--- config.mk ---
export PLATFORM = sky130hd
export DESIGN_NAME = avalon_bus_arbiter
export DESIGN_NICKNAME = d
export VERILOG_FILES = /design/src/rtl/mips_bus_pkg.sv /design/src/rtl/bus_wait_timer.sv /design/src/rtl/avalon_bus_arbiter.sv
export SDC_FILE = /design/constraint.sdc
export NUM_CORES = 1
export LEC_CHECK = 0
export CAP_MARGIN = 20
export CORE_AREA = 2 2 106 108
export DETAILED_ROUTE_END_ITERATION = 16
export DIE_AREA = 0 0 108 110
export GPL_TIMING_DRIVEN = 0
export PLACE_DENSITY = 0.65
export SETUP_SLACK_MARGIN = 0.02
export SLEW_MARGIN = 20
export SYNTH_ARGS = -nofsm -noshare
export SYNTH_HDL_FRONTEND = slang
export SYNTH_SLANG_ARGS = --single-unit
export TNS_END_PERCENT = 5
--- constraint.sdc ---
create_clock -name clk -period 3.65 [get_ports clk]
set_input_delay 0.5475 -clock clk [delete_from_list [all_inputs] [get_ports clk]]
set_output_delay 0.5475 -clock clk [all_outputs]
set_load 0.02 [all_outputs]
--- src/rtl/mips_bus_pkg.sv ---
// Shared types and constants for the CPU-side memory bus.
package mips_bus_pkg;

    localparam int unsigned ADDR_W = 32;
    localparam int unsigned DATA_W = 32;
    localparam int unsigned BE_W   = 4;

    localparam logic [BE_W-1:0] BE_WORD = 4'hF;

    typedef enum logic [1:0] {
        IDLE    = 2'd0,
        GRANT_I = 2'd1,
        GRANT_D = 2'd2
    } arb_state_t;

    typedef enum logic {
        M_I = 1'b0,
        M_D = 1'b1
    } master_t;

    // Command presented to the shared Avalon-MM slave.
    typedef struct packed {
        logic [ADDR_W-1:0] address;
        logic              read;
        logic              write;
        logic [BE_W-1:0]   byteenable;
        logic [DATA_W-1:0] writedata;
    } avm_cmd_t;

endpackage

--- src/rtl/bus_wait_timer.sv ---
// Saturating stall counter; flags the cycle on which MAX_WAIT stalls have been seen.
module bus_wait_timer #(
    parameter int unsigned MAX_WAIT = 64
) (
    input  logic clk,
    input  logic reset,
    input  logic clear,
    input  logic stall,
    output logic expire
);

    localparam int unsigned CW = $clog2(MAX_WAIT + 1);

    logic [CW-1:0] wait_cnt;

    // Count stalled cycles, hold at the top value instead of wrapping.
    always_ff @(posedge clk or negedge reset) begin
        if (!reset) begin
            wait_cnt <= '0;
        end else if (clear) begin
            wait_cnt <= '0;
        end else if (stall && (wait_cnt != CW'(MAX_WAIT))) begin
            wait_cnt <= wait_cnt + CW'(1);
        end
    end

    // The current stalled cycle is the MAX_WAIT-th one.
    always_comb begin
        expire = stall && (wait_cnt == CW'(MAX_WAIT - 1));
    end

endmodule

--- src/rtl/avalon_bus_arbiter.sv ---
// Round-robin arbiter putting the fetch and load/store ports onto one Avalon-MM slave.
module avalon_bus_arbiter
    import mips_bus_pkg::*;
#(
    parameter int unsigned       MAX_WAIT = 64,
    parameter logic [DATA_W-1:0] ERR_DATA = 32'hDEADBEEF
) (
    input  logic              clk,
    input  logic              reset,
    input  logic [31:0]       i_address,
    input  logic              i_read,
    output logic [31:0]       i_readdata,
    output logic              i_waitrequest,
    input  logic [31:0]       d_address,
    input  logic              d_read,
    input  logic              d_write,
    input  logic [3:0]        d_byteenable,
    input  logic [31:0]       d_writedata,
    output logic [31:0]       d_readdata,
    output logic              d_waitrequest,
    output logic [31:0]       avm_address,
    output logic              avm_read,
    output logic              avm_write,
    output logic [3:0]        avm_byteenable,
    output logic [31:0]       avm_writedata,
    input  logic [31:0]       avm_readdata,
    input  logic              avm_waitrequest,
    output logic              timeout
);

    arb_state_t state;
    master_t    last_grant;
    avm_cmd_t   cmd;

    logic req_i;
    logic req_d;
    logic in_grant;
    logic gnt_req;
    logic expire;
    logic abort;

    assign req_i = i_read;
    assign req_d = d_read | d_write;

    // Granted-master request and watchdog abort qualification.
    always_comb begin
        in_grant = 1'b0;
        gnt_req  = 1'b0;
        case (state)
            GRANT_I: begin
                in_grant = 1'b1;
                gnt_req  = req_i;
            end
            GRANT_D: begin
                in_grant = 1'b1;
                gnt_req  = req_d;
            end
            default: ;
        endcase
        abort = in_grant && gnt_req && expire;
    end

    // Counter is held clear in IDLE, so every grant starts from zero.
    bus_wait_timer #(
        .MAX_WAIT (MAX_WAIT)
    ) u_wait_timer (
        .clk    (clk),
        .reset  (reset),
        .clear  (!in_grant),
        .stall  (in_grant && avm_waitrequest),
        .expire (expire)
    );

    // Arbitration FSM, round-robin history and the registered timeout pulse.
    always_ff @(posedge clk or negedge reset) begin
        if (!reset) begin
            state      <= IDLE;
            last_grant <= M_D;
            timeout    <= 1'b0;
        end else begin
            timeout <= abort;
            case (state)
                IDLE: begin
                    if (req_i && (!req_d || (last_grant == M_D))) begin
                        state <= GRANT_I;
                    end else if (req_d) begin
                        state <= GRANT_D;
                    end
                end
                GRANT_I: begin
                    if (!req_i) begin
                        state <= IDLE;
                    end else if (!avm_waitrequest || abort) begin
                        state      <= IDLE;
                        last_grant <= M_I;
                    end
                end
                GRANT_D: begin
                    if (!req_d) begin
                        state <= IDLE;
                    end else if (!avm_waitrequest || abort) begin
                        state      <= IDLE;
                        last_grant <= M_D;
                    end
                end
                default: state <= IDLE;
            endcase
        end
    end

    // Slave command and master responses steered by the current grant.
    always_comb begin
        cmd           = '0;
        i_waitrequest = req_i;
        d_waitrequest = req_d;
        i_readdata    = '0;
        d_readdata    = '0;
        case (state)
            GRANT_I: begin
                cmd.address    = i_address;
                cmd.read       = i_read;
                cmd.byteenable = BE_WORD;
                i_waitrequest  = avm_waitrequest && !abort;
                i_readdata     = abort ? ERR_DATA : avm_readdata;
            end
            GRANT_D: begin
                cmd.address    = d_address;
                cmd.read       = d_read && !d_write;
                cmd.write      = d_write;
                cmd.byteenable = d_byteenable;
                cmd.writedata  = d_writedata;
                d_waitrequest  = avm_waitrequest && !abort;
                d_readdata     = (abort && !d_write) ? ERR_DATA : avm_readdata;
            end
            default: ;
        endcase
    end

    assign avm_address    = cmd.address;
    assign avm_read       = cmd.read;
    assign avm_write      = cmd.write;
    assign avm_byteenable = cmd.byteenable;
    assign avm_writedata  = cmd.writedata;

endmodule
==> results of run 1 <==
[through the flow]
stage,cell area [um2],worst slack (ns)
global placement,4990,0.0440
finish,5100,0.153
detailed placement,4990,0.0170
floorplan,2080,1.04
CTS,5040,0.0294
global route,5100,0.0203
[worst reg2reg max path: stages (launching register included)]
cell	delay (ns)
sky130_fd_sc_hd__dfrtp_1	0.39
sky130_fd_sc_hd__inv_1	0.11
sky130_fd_sc_hd__ha_1	0.29
sky130_fd_sc_hd__buf_4	0.19
sky130_fd_sc_hd__nand4_4	0.14
sky130_fd_sc_hd__a2111o_1	0.47
sky130_fd_sc_hd__clkbuf_2	0.20
sky130_fd_sc_hd__a31oi_1	0.19
sky130_fd_sc_hd__a2bb2oi_1	0.19
[registers in the layout, summed over array words and instances (netlist names)]
name,count
timeout,1
state,2
last_grant,1
u_wait_timer.wait_cnt,7
[report_power, final]
| part | switching (uW) | leakage (uW) | internal, uW |
|---|---|---|---|
| Combinational | 1260 | 0.00196 | 1100 |
| Sequential | 26.2 | 0.000147 | 150 |
| Clock | 45.0 | 0.0000228 | 76.6 |
[metal layers]
metal / vias up / routed length [um] / track usage
met5: - / 0 / 0
met3: 2 / 905 / 0.0376
li1: 1647 / - / -
met4: 0 / 32 / 0.0119
met2: 120 / 6690 / 0.375
met1: 1581 / 5400 / 0.250
[placed cells by master (no fill, tap or decap), types with 7 or more instances in the layout]
master and n:
sky130_fd_sc_hd__a22oi_1 32, sky130_fd_sc_hd__and2_1 34, sky130_fd_sc_hd__and3_1 16, sky130_fd_sc_hd__clkbuf_1 18, sky130_fd_sc_hd__clkdlybuf4s50_1 258, sky130_fd_sc_hd__dfrtp_1 10
sky130_fd_sc_hd__dlymetal6s2s_1 16, sky130_fd_sc_hd__ha_1 7, sky130_fd_sc_hd__nand2_1 9, sky130_fd_sc_hd__nand3_1 10, sky130_fd_sc_hd__nor2_1 52, sky130_fd_sc_hd__nor2b_1 37
sky130_fd_sc_hd__o21a_1 24, sky130_fd_sc_hd__o21ai_0 7
[cell families after synthesis]
kind of cell | count (synthesis) | synth area share
AND/OR/NAND/NOR | 173 | 0.448
multiplexers | 1 | 0.00482
adder cells (fa/ha/maj) | 7 | 0.0422
buffers and inverters | 34 | 0.0681
AO/OA/AOI/OAI | 84 | 0.303
flip-flops | 11 | 0.133
[path summary, 6_finish.rpt]
| check | startpoint | end | cells past startpoint |
|---|---|---|---|
| setup / recovery | avm_waitrequest | d_readdata[9] | 7 |
| max in group asynchronous | reset | last_grant$_DFFE_PN1P_ | 1 |
| setup reg to reg | state[0]$_DFFE_PN0P_ | last_grant$_DFFE_PN1P_ | 8 |
| min in group asynchronous | reset | u_wait_timer.wait_cnt[4]$_DFFE_PN0P_ | 1 |
| hold / removal | last_grant$_DFFE_PN1P_ | last_grant$_DFFE_PN1P_ | 1 |
| hold reg to reg | last_grant$_DFFE_PN1P_ | last_grant$_DFFE_PN1P_ | 1 |
[what timing repair did]
action / 4_1_cts / 5_1_grt
pin swaps: 1 / 1
gates resized for setup: 1 / 18
endpoints found under the setup margin: 48 / 48
buffers inserted: 0 / 1
[final cells by class]
class / instances / area, um2
clock buffers: 4 / 45.0
well taps: 140 / 175
inverters: 6 / 22.5
multi-input cells: 265 / 1670
flip-flops and latches: 11 / 277
fillers: 1063 / 5600
repair buffers: 275 / 2790
plain buffers: 28 / 121
==> insert_results.sql, run 1 <==
INSERT INTO impl_metrics (metric_group, metric, value, unit) VALUES
('worst_setup_path', 'critical_path.max_fanout', '10', ''),
('clock_network', 'tritoncts.num_buffers', '3', ''),
('placed_design', 'port-buffer-count', '274', ''),
('global_route', 'globalRouteOverflowTotal', '0', ''),
('worst_setup_path', 'critical_path.n_buffers_inverters', '3', ''),
('synth', 'syn_area', '2080', 'um2'),
('sta', 'period_needed', '3.50', 'ns'),
('clock_network', 'cts_max_path_buffers', '2', ''),
('detailed_routing', 'route.vias.total', '3350', ''),
('global_route', 'globalRouteTotalUtil', '0.201', ''),
('sta', 'finClkSkew', '0.00484', 'ns'),
('synth', 'yosysTopAreaCellShare', '0.121', ''),
('sta', 'rsz0062_at_grt', 'no', ''),
('clock_network', 'ctsHoldBuffers', '0', ''),
('worst_setup_path', 'timing.critical_path.slowest_stage_cell', 'sky130_fd_sc_hd__clkdlybuf4s50_1', ''),
('worst_setup_path', 'critical_path_class', 'in2out', ''),
('sta', 'setup-tns-final', '0', 'ns'),
('detailed_routing', 'detail_route.iter0.violations', '229', ''),
('detailed_routing', 'via_per_inst', '4.60', ''),
('floorplan', 'core_area', '10700', 'um2'),
('finish', 'finalNetCount', '735', ''),
('synth', 'syn-num-nets', '455', ''),
('worst_setup_path', 'timing.critical_path.arrival', '2.95', 'ns'),
('sta', 'max_clock_freq', '286', 'MHz'),
('finish', 'finalCoreUtilization', '0.476', ''),
('sta', 'final_hold_viol_count', '0', ''),
('detailed_routing', 'drt_drc_violations_left', '0', ''),
('sta', 'finalHoldWorstSlack', '0.522', 'ns'),
('placed_design', 'gp_routability_congestion', '0.943', ''),
('global_route', 'antenna_found_initial', '0', ''),
('clock_network', 'clk-insertion-delay-late', '0.24', 'ns'),
('worst_setup_path', 'critPathMaxStageDelay', '0.64', 'ns'),
('synth', 'post_synthesis_register_bit_count', '11', ''),
('floorplan', 'floorplan.initialDensity', '0.194', ''),
('clock_network', 'tritoncts', 'done', ''),
('power', 'irDropWorstVdd', '0.231', 'mV'),
('worst_setup_path', 'crit_path_start_kind', 'primary input', ''),
('synth', 'netlist_top_cells_area', 'sky130_fd_sc_hd__dfrtp_1, sky130_fd_sc_hd__a22oi_1, sky130_fd_sc_hd__nor2b_1', ''),
('worst_hold_path', 'holdCritPathClass', 'reg2reg', ''),
('synth', 'yosys.cell_count.top_type', 'sky130_fd_sc_hd__nor2_1', ''),
('worst_setup_path', 'regToRegSetupSlack', '1.40', 'ns'),
('synth', 'number_of_library_cell_types_mapped_by_synthesis', '43', ''),
('global_route', 'grt_first_pass_wirelength', '18.5', 'mm'),
('job', 'maxcap_violations', '0', ''),
('detailed_routing', 'detail_route.first_pass.iterations', '4', ''),
('worst_setup_path', 'end_kind', 'output pin', ''),
('detailed_routing', 'routed_wl', '13.0', 'mm'),
('synth', 'ys_async_sr_fraction', '1.00', ''),
('worst_setup_path', 'crit_path_cells', 'clkdlybuf4s50_1 > nand4_4 > a2111o_1 > nor2_4 > buf_4 > o21a_1 > clkdlybuf4s50_1', ''),
('clock_network', 'clock_sink_count', '11', ''),
('global_route', 'first_global_vias', '3152', ''),
('finish', 'drive_gt1_frac', '0.0306', ''),
('floorplan', 'row_count', '38', ''),
('status', 'result_of_the_run', 'completed', ''),
('detailed_routing', 'drt.antenna.violating_nets', '0', ''),
('power', 'leakage', '0.00213', 'uW'),
('synth', 'per_instance_average_area_after_synthesis', '6.70', 'um2'),
('synth', 'yosysWarningCount', '0', ''),
('floorplan', 'die_area', '11900', 'um2'),
('clock_network', 'ctsRootBufferMaster', 'sky130_fd_sc_hd__clkbuf_8', ''),
('worst_setup_path', 'critPathTopFamily', 'buffers and inverters', ''),
('placed_design', 'dp_cells', '724', ''),
('worst_setup_path', 'cpMostUsedCell', 'sky130_fd_sc_hd__clkdlybuf4s50_1', ''),
('worst_setup_path', 'timing.critical_path.required', '3.10', 'ns'),
('floorplan', 'dieHeight', '110', 'um'),
('floorplan', 'io-pin-count', '275', ''),
('sta', 'slew_headroom', '0.647', ''),
('synth', 'seq_area_frac_synth', '0.133', ''),
('synth', 'synthFlopType', 'sky130_fd_sc_hd__dfrtp_1', ''),
('clock_network', 'path_clk_slew', '0.05', 'ns'),
('synth', 'synth_cells', '310', '');
No activity file was read; power rests on OpenSTA's default activity.
==> run 2, diff against run 1 <==
CELL_PAD_IN_SITES_DETAIL_PLACEMENT = 0   (was default)
CELL_PAD_IN_SITES_GLOBAL_PLACEMENT = 1   (was default)
CORE_AREA = default   (was 2 2 106 108)
CORE_ASPECT_RATIO = 0.6   (was default)
CORE_MARGIN = 2   (was default)
CORE_UTILIZATION = 16   (was default)
DIE_AREA = default   (was 0 0 108 110)
PLACE_DENSITY = default   (was 0.65)
PLACE_DENSITY_LB_ADDON = 0.1   (was default)
==> insert_results.sql, run 2 (same netlist as run 1, synthesis figures left out) <==
INSERT INTO impl_metrics (metric_group, metric, value, unit) VALUES
('detailed_routing', 'route.vias.total', '3272', ''),
('sta', 'period_needed', '3.45', 'ns'),
('floorplan', 'die_area', '13900', 'um2'),
('detailed_routing', 'via_per_inst', '4.30', ''),
('global_route', 'largest_net_degree_at_the_start_of_global_routing', '12', ''),
('sta', 'worst-slew-pin-transition', '0.663', 'ns'),
('clock_network', 'tritoncts.num_buffers', '3', ''),
('floorplan', 'dieHeight', '92.2', 'um'),
('finish', 'finish.cell_count_without_fillers', '761', ''),
('detailed_routing', 'detail_route.iter0.violations', '97', ''),
('global_route', 'globalRouteTotalUtil', '0.167', ''),
('clock_network', 'ctsRootBufferMaster', 'sky130_fd_sc_hd__clkbuf_16', ''),
('finish', 'finalNetCount', '737', ''),
('finish', 'reg_top3', 'u_wait_timer.wait_cnt: 7 flops, state: 2 flops', ''),
('worst_setup_path', 'critPathMaxStageDelay', '0.56', 'ns'),
('placed_design', 'port-buffer-count', '274', ''),
('power', 'switching_share', '0.487', ''),
('sta', 'rsz0062_at_grt', 'no', ''),
('sta', 'slew_headroom', '0.558', ''),
('finish', 'largest_register_ff_count', '7', ''),
('power', 'irDropWorstVdd', '0.144', 'mV'),
('clock_network', 'clock_sink_count', '11', ''),
('finish', 'mostFrequentLayoutCell', 'sky130_fd_sc_hd__clkdlybuf4s50_1', ''),
('sta', 'report.final.slew_viol_count', '0', ''),
('floorplan', 'core_area', '12800', 'um2'),
('worst_setup_path', 'crit_path_start_kind', 'flop', ''),
('detailed_routing', 'routed_wl', '12.2', 'mm'),
('clock_network', 'cts_max_path_buffers', '2', ''),
('global_route', 'antenna_found_initial', '0', ''),
('detailed_routing', 'drt_drc_violations_left', '0', ''),
('worst_hold_path', 'holdCritPathClass', 'reg2reg', ''),
('sta', 'period_share', '0.945', ''),
('worst_setup_path', 'timing.critical_path.arrival', '2.90', 'ns'),
('placed_design', 'dpl-instance-area', '5030', 'um2'),
('placed_design', 'dp_cells', '754', ''),
('worst_setup_path', 'critical_path.max_fanout', '10', ''),
('sta', 'max_clock_freq', '290', 'MHz'),
('power', 'p_sw', '1320', 'uW'),
('finish', 'layout_common_cells', 'sky130_fd_sc_hd__clkdlybuf4s50_1, sky130_fd_sc_hd__nor2_1, sky130_fd_sc_hd__nor2b_1, sky130_fd_sc_hd__and2_1, sky130_fd_sc_hd__a22oi_1', ''),
('placed_design', 'dp_hpwl', '10.3', 'mm'),
('sta', 'final_hold_viol_count', '0', ''),
('detailed_routing', 'wire_per_inst', '16.0', 'um'),
('status', 'result_of_the_run', 'completed', ''),
('clock_network', 'clk-insertion-delay-late', '0.24', 'ns'),
('finish', 'drive_gt1_frac', '0.0355', ''),
('floorplan', 'die_width', '151', 'um'),
('power', 'p_int', '1390', 'uW'),
('worst_setup_path', 'critical_path_class', 'reg2out', ''),
('finish', 'num-fill-cells', '1315', ''),
('placed_design', 'gp_routability_congestion', '0.770', ''),
('worst_setup_path', 'critPathTopFamily', 'buffers and inverters', ''),
('worst_setup_path', 'end_kind', 'output pin', ''),
('sta', 'finalSetupViolations', '0', ''),
('clock_network', 'path_clk_slew', '0.04', 'ns'),
('sta', 'finClkSkew', '0.00323', 'ns'),
('job', 'maxcap_violations', '0', ''),
('power', 'leakage', '0.00229', 'uW'),
('power', 'comb_power_share', '0.861', ''),
('floorplan', 'row_count', '32', ''),
('finish', 'regMostFlops', 'u_wait_timer.wait_cnt', ''),
('clock_network', 'depth_of_the_cts_h_tree', '1', ''),
('worst_setup_path', 'crit_path_cells', 'inv_1 > ha_1 > clkbuf_4 > nand4_4 > a2111o_1 > clkbuf_2 > and3_1 > clkdlybuf4s50_1', ''),
('finish', 'antennaDiodeCount', '0', ''),
('global_route', 'grt_first_pass_wirelength', '18.2', 'mm'),
('power', 'power-per-cell-area', '522', 'nW/um2'),
('global_route', 'first_global_vias', '3259', ''),
('clock_network', 'tritoncts', 'done', ''),
('worst_setup_path', 'timing.critical_path.required', '3.10', 'ns'),
('power', 'power.clock.fraction', '0.073', ''),
('worst_setup_path', 'critical_path.n_buffers_inverters', '4', ''),
('detailed_routing', 'drt.antenna.violating_nets', '0', ''),
('floorplan', 'io-pin-count', '275', ''),
('finish', 'final_design_area_no_fill', '5210', 'um2'),
('worst_setup_path', 'timing.critical_path.slowest_stage_cell', 'sky130_fd_sc_hd__clkdlybuf4s50_1', ''),
('detailed_routing', 'detail_route.first_pass.iterations', '4', ''),
('floorplan', 'floorplan.initialDensity', '0.163', ''),
('global_route', 'globalRouteOverflowTotal', '0', ''),
('power', 'power_frac_seq', '0.065', ''),
('finish', 'area_growth', '151', '%');
run 2: final cells by class:
cell class | count | area [um2] | area share
clock buffer | 4 | 78.8 | 0.0151
multi-input combinational | 265 | 1670 | 0.320
inverter | 6 | 22.5 | 0.00433
tap | 170 | 213 | 0.0409
sequential | 11 | 277 | 0.0531
timing repair buffer | 277 | 2830 | 0.543
buffer | 28 | 123 | 0.0236
run 2: power groups by stage:
stage | sequential (uW) | combinational, uW | clock, uW
global route | 181 | 2550 | 210
finish | 178 | 2340 | 199
CTS | 176 | 2380 | 206
detailed placement | 178 | 2370 | 0
global placement | 178 | 2370 | 0
floorplan | 171 | 1250 | 0
run 2: layer usage:
layer / wire length [um] / vias to the layer above / global-route usage
met5: 0 / - / 0
met4: 147 / 0 / 0.0202
met2: 5740 / 148 / 0.289
met3: 1190 / 10 / 0.0537
li1: - / 1655 / -
met1: 5120 / 1459 / 0.208
run 2: path summary, 6_finish.rpt:
kind                                                        end  slack (ns)  cells after the start                   start
max                                              i_readdata[17]        0.20                      8    state[1]$_DFFE_PN0P_
min                                      last_grant$_DFFE_PN1P_        0.52                      1  last_grant$_DFFE_PN1P_
max reg2reg                              last_grant$_DFFE_PN1P_        1.32                      8    state[1]$_DFFE_PN0P_
min reg2reg                              last_grant$_DFFE_PN1P_        0.52                      1  last_grant$_DFFE_PN1P_
max in group asynchronous                last_grant$_DFFE_PN1P_        2.61                      1                   reset
min in group asynchronous  u_wait_timer.wait_cnt[2]$_DFFE_PN0P_        0.67                      1                   reset
run 2: what timing repair did:
item / CTS / global route
pin swaps: 1 / 0
hold buffers: 0 / 0
gates resized for setup: 1 / 29
setup endpoints to repair: 48 / 49
setup buffers: 3 / 0
run 2: through the flow:
step / hold slack, ns / util / setup slack (ns) / TNS [ns] / total power (uW)
6_report: 0.517 / 0.408 / 0.201 / 0 / 2720
5_1_grt: 0.521 / 0.408 / 0.0330 / 0 / 2940
4_1_cts: 0.512 / 0.402 / 0.00234 / 0 / 2770
3_5_place_dp: 0.504 / 0.394 / -0.0447 / -0.208 / 2550
3_3_place_gp: 0.501 / 0.394 / -0.0338 / -0.193 / 2550
2_1_floorplan: 0.252 / - / 1.04 / 0 / 1420
run 2: worst reg2reg max path: stages (launching register included):
cell and delay [ns]:
sky130_fd_sc_hd__dfrtp_1 0.43, sky130_fd_sc_hd__inv_1 0.11, sky130_fd_sc_hd__ha_1 0.28, sky130_fd_sc_hd__clkbuf_4 0.22, sky130_fd_sc_hd__nand4_4 0.15, sky130_fd_sc_hd__a2111o_1 0.47, sky130_fd_sc_hd__clkbuf_2 0.23, sky130_fd_sc_hd__a31oi_1 0.20
sky130_fd_sc_hd__a2bb2oi_1 0.17
==> run 3, diff against run 2 <==
CORE_UTILIZATION = 15   (was 16)
clock period = 3.75 ns   (was 3.65 ns; I/O delays follow)
==> insert_results.sql, run 3 (same netlist as run 1, synthesis figures left out) <==
INSERT INTO impl_metrics (metric_group, metric, value, unit) VALUES
('finish', 'finalNetCount', '736', ''),
('placed_design', 'dp_hpwl', '10.4', 'mm'),
('global_route', 'largest_net_degree_at_the_start_of_global_routing', '12', ''),
('sta', 'final_hold_viol_count', '0', ''),
('floorplan', 'core_area', '13600', 'um2'),
('clock_network', 'ctsRootBufferMaster', 'sky130_fd_sc_hd__clkbuf_16', ''),
('detailed_routing', 'drt.antenna.violating_nets', '0', ''),
('worst_setup_path', 'timing.critical_path.slowest_stage_cell', 'sky130_fd_sc_hd__clkdlybuf4s50_1', ''),
('finish', 'largest_register_ff_count', '7', ''),
('placed_design', 'port-buffer-count', '274', ''),
('power', 'comb_power_share', '0.861', ''),
('power', 'switching_share', '0.487', ''),
('clock_network', 'tritoncts', 'done', ''),
('detailed_routing', 'detail_route.iter0.violations', '132', ''),
('sta', 'finClkSkew', '0.000585', 'ns'),
('finish', 'drive_gt1_frac', '0.0322', ''),
('clock_network', 'path_clk_slew', '0.04', 'ns'),
('sta', 'period_share', '0.954', ''),
('finish', 'finalCoreUtilization', '0.379', ''),
('global_route', 'first_global_vias', '3058', ''),
('worst_setup_path', 'crit_path_cells', 'inv_1 > ha_1 > clkbuf_4 > nand4_4 > a2111o_1 > nor2_4 > buf_4 > o21a_1 > clkdlybuf4s50_1', ''),
('global_route', 'globalRouteOverflowTotal', '0', ''),
('worst_setup_path', 'crit_path_start_kind', 'flop', ''),
('global_route', 'antenna_found_initial', '0', ''),
('clock_network', 'cts_max_path_buffers', '2', ''),
('placed_design', 'placement.setup.worst_slack', '-0.0327', 'ns'),
('finish', 'reg_top3', 'u_wait_timer.wait_cnt: 7 flops, state: 2 flops', ''),
('floorplan', 'floorplan.initialDensity', '0.153', ''),
('sta', 'finalSetupViolations', '0', ''),
('clock_network', 'clk-insertion-delay-late', '0.24', 'ns'),
('clock_network', 'ctsHoldBuffers', '0', ''),
('power', 'power.clock.fraction', '0.074', ''),
('sta', 'max_clock_freq', '279', 'MHz'),
('finish', 'layout_common_cells', 'sky130_fd_sc_hd__clkdlybuf4s50_1, sky130_fd_sc_hd__nor2_1, sky130_fd_sc_hd__nor2b_1, sky130_fd_sc_hd__and2_1, sky130_fd_sc_hd__a22oi_1', ''),
('sta', 'final_critical_path_setup_slack', '0.171', 'ns'),
('sta', 'slew_headroom', '0.579', ''),
('power', 'p_int', '1370', 'uW'),
('worst_setup_path', 'critPathMaxStageDelay', '0.61', 'ns'),
('finish', 'antennaDiodeCount', '0', ''),
('sta', 'period_needed', '3.58', 'ns'),
('finish', 'regMostFlops', 'u_wait_timer.wait_cnt', ''),
('clock_network', 'clock_sink_count', '11', ''),
('power', 'leakage', '0.00195', 'uW'),
('detailed_routing', 'drt_drc_violations_left', '0', ''),
('detailed_routing', 'routed_wl', '12.4', 'mm'),
('power', 'power-per-cell-area', '518', 'nW/um2'),
('sta', 'finalHoldWorstSlack', '0.514', 'ns'),
('placed_design', 'dpl-instance-area', '5040', 'um2'),
('finish', 'area_growth', '148', '%'),
('power', 'power.total', '2670', 'uW'),
('detailed_routing', 'wire_per_inst', '16.3', 'um'),
('worst_setup_path', 'timing.critical_path.required', '3.19', 'ns'),
('floorplan', 'die_width', '156', 'um'),
('finish', 'mostFrequentLayoutCell', 'sky130_fd_sc_hd__clkdlybuf4s50_1', ''),
('worst_setup_path', 'critical_path.max_fanout', '10', ''),
('worst_hold_path', 'holdCritPathClass', 'reg2reg', ''),
('status', 'result_of_the_run', 'completed', ''),
('floorplan', 'row_count', '33', ''),
('worst_setup_path', 'timing.critical_path.arrival', '3.02', 'ns'),
('floorplan', 'io-pin-count', '275', ''),
('power', 'irDropWorstVdd', '0.171', 'mV'),
('detailed_routing', 'detail_route.first_pass.iterations', '4', ''),
('job', 'maxcap_violations', '0', ''),
('global_route', 'globalRouteTotalUtil', '0.154', ''),
('clock_network', 'depth_of_the_cts_h_tree', '1', ''),
('detailed_routing', 'route.vias.total', '3282', ''),
('power', 'p_sw', '1300', 'uW'),
('sta', 'rsz0062_at_grt', 'yes', ''),
('power', 'power_frac_seq', '0.065', ''),
('floorplan', 'die_area', '14800', 'um2'),
('worst_setup_path', 'critical_path_class', 'reg2out', ''),
('sta', 'report.final.slew_viol_count', '0', ''),
('sta', 'worst-slew-pin-transition', '0.632', 'ns'),
('detailed_routing', 'via_per_inst', '4.29', ''),
('clock_network', 'tritoncts.num_buffers', '3', ''),
('finish', 'final_design_area_no_fill', '5150', 'um2'),
('placed_design', 'gp_routability_congestion', '0.808', ''),
('floorplan', 'dieHeight', '95.1', 'um'),
('global_route', 'grt_first_pass_wirelength', '18.1', 'mm'),
('worst_setup_path', 'end_kind', 'output pin', '');
-- run 3: layout make-up --
type	instances	area, um2
Tap cell	175	219
Timing Repair Buffer	276	2770
Fill cell	1423	8430
Sequential cell	11	277
Buffer	28	121
Inverter	6	22.5
Multi-Input combinational cell	265	1670
Clock buffer	4	78.8
-- run 3: worst paths after layout --
path | from | endpoint | slack [ns] | cells past startpoint
max in group asynchronous | reset | last_grant$_DFFE_PN1P_ | 2.71 | 1
min in group asynchronous | reset | u_wait_timer.wait_cnt[1]$_DFFE_PN0P_ | 0.68 | 1
worst max register to register | state[1]$_DFFE_PN0P_ | last_grant$_DFFE_PN1P_ | 1.45 | 8
worst min register to register | last_grant$_DFFE_PN1P_ | last_grant$_DFFE_PN1P_ | 0.51 | 1
worst max-delay path | state[1]$_DFFE_PN0P_ | d_readdata[13] | 0.17 | 9
worst min-delay path | last_grant$_DFFE_PN1P_ | last_grant$_DFFE_PN1P_ | 0.51 | 1
-- run 3: power by group through the flow --
stage / clock [uW] / combinational (uW) / sequential (uW)
final: 198 / 2300 / 172
after global routing: 208 / 2490 / 176
after CTS: 199 / 2320 / 172
after detailed placement: 0 / 2320 / 173
after global placement: 0 / 2320 / 174
after floorplan: 0 / 1220 / 167
-- run 3: through the flow --
step | cells | TNS [ns]
finish | 765 | 0
detailed placement | 759 | -0.169
global placement | 759 | -0.0364
CTS | 765 | 0
global route | 765 | 0
floorplan | 310 | 0
-- run 3: what timing repair did --
item	in CTS	in global routing
pin swaps	1	0
setup buffers	2	0
cloned	0	0
resized for setup	0	7
setup endpoints to repair	22	24
-- run 3: routing by layer --
layer / global-route usage / part of all wire / up-vias / wire length, um
met3: 0.0314 / 0.074 / 2 / 920
met4: 0.0161 / 0.0032 / 0 / 40
met2: 0.255 / 0.46 / 144 / 5710
met1: 0.215 / 0.46 / 1491 / 5770
met5: 0 / 0 / - / 0
li1: - / - / 1645 / -
-- run 3: critical path: cells and delay by family, from the launching register on --
family	cells	cell delay, ns
AOI/OAI and AO/OA	2	0.61
adders and majority gates	1	0.29
buffers and inverters	4	1.14
DFF	1	0.41
and+or+nand+nor	2	0.33
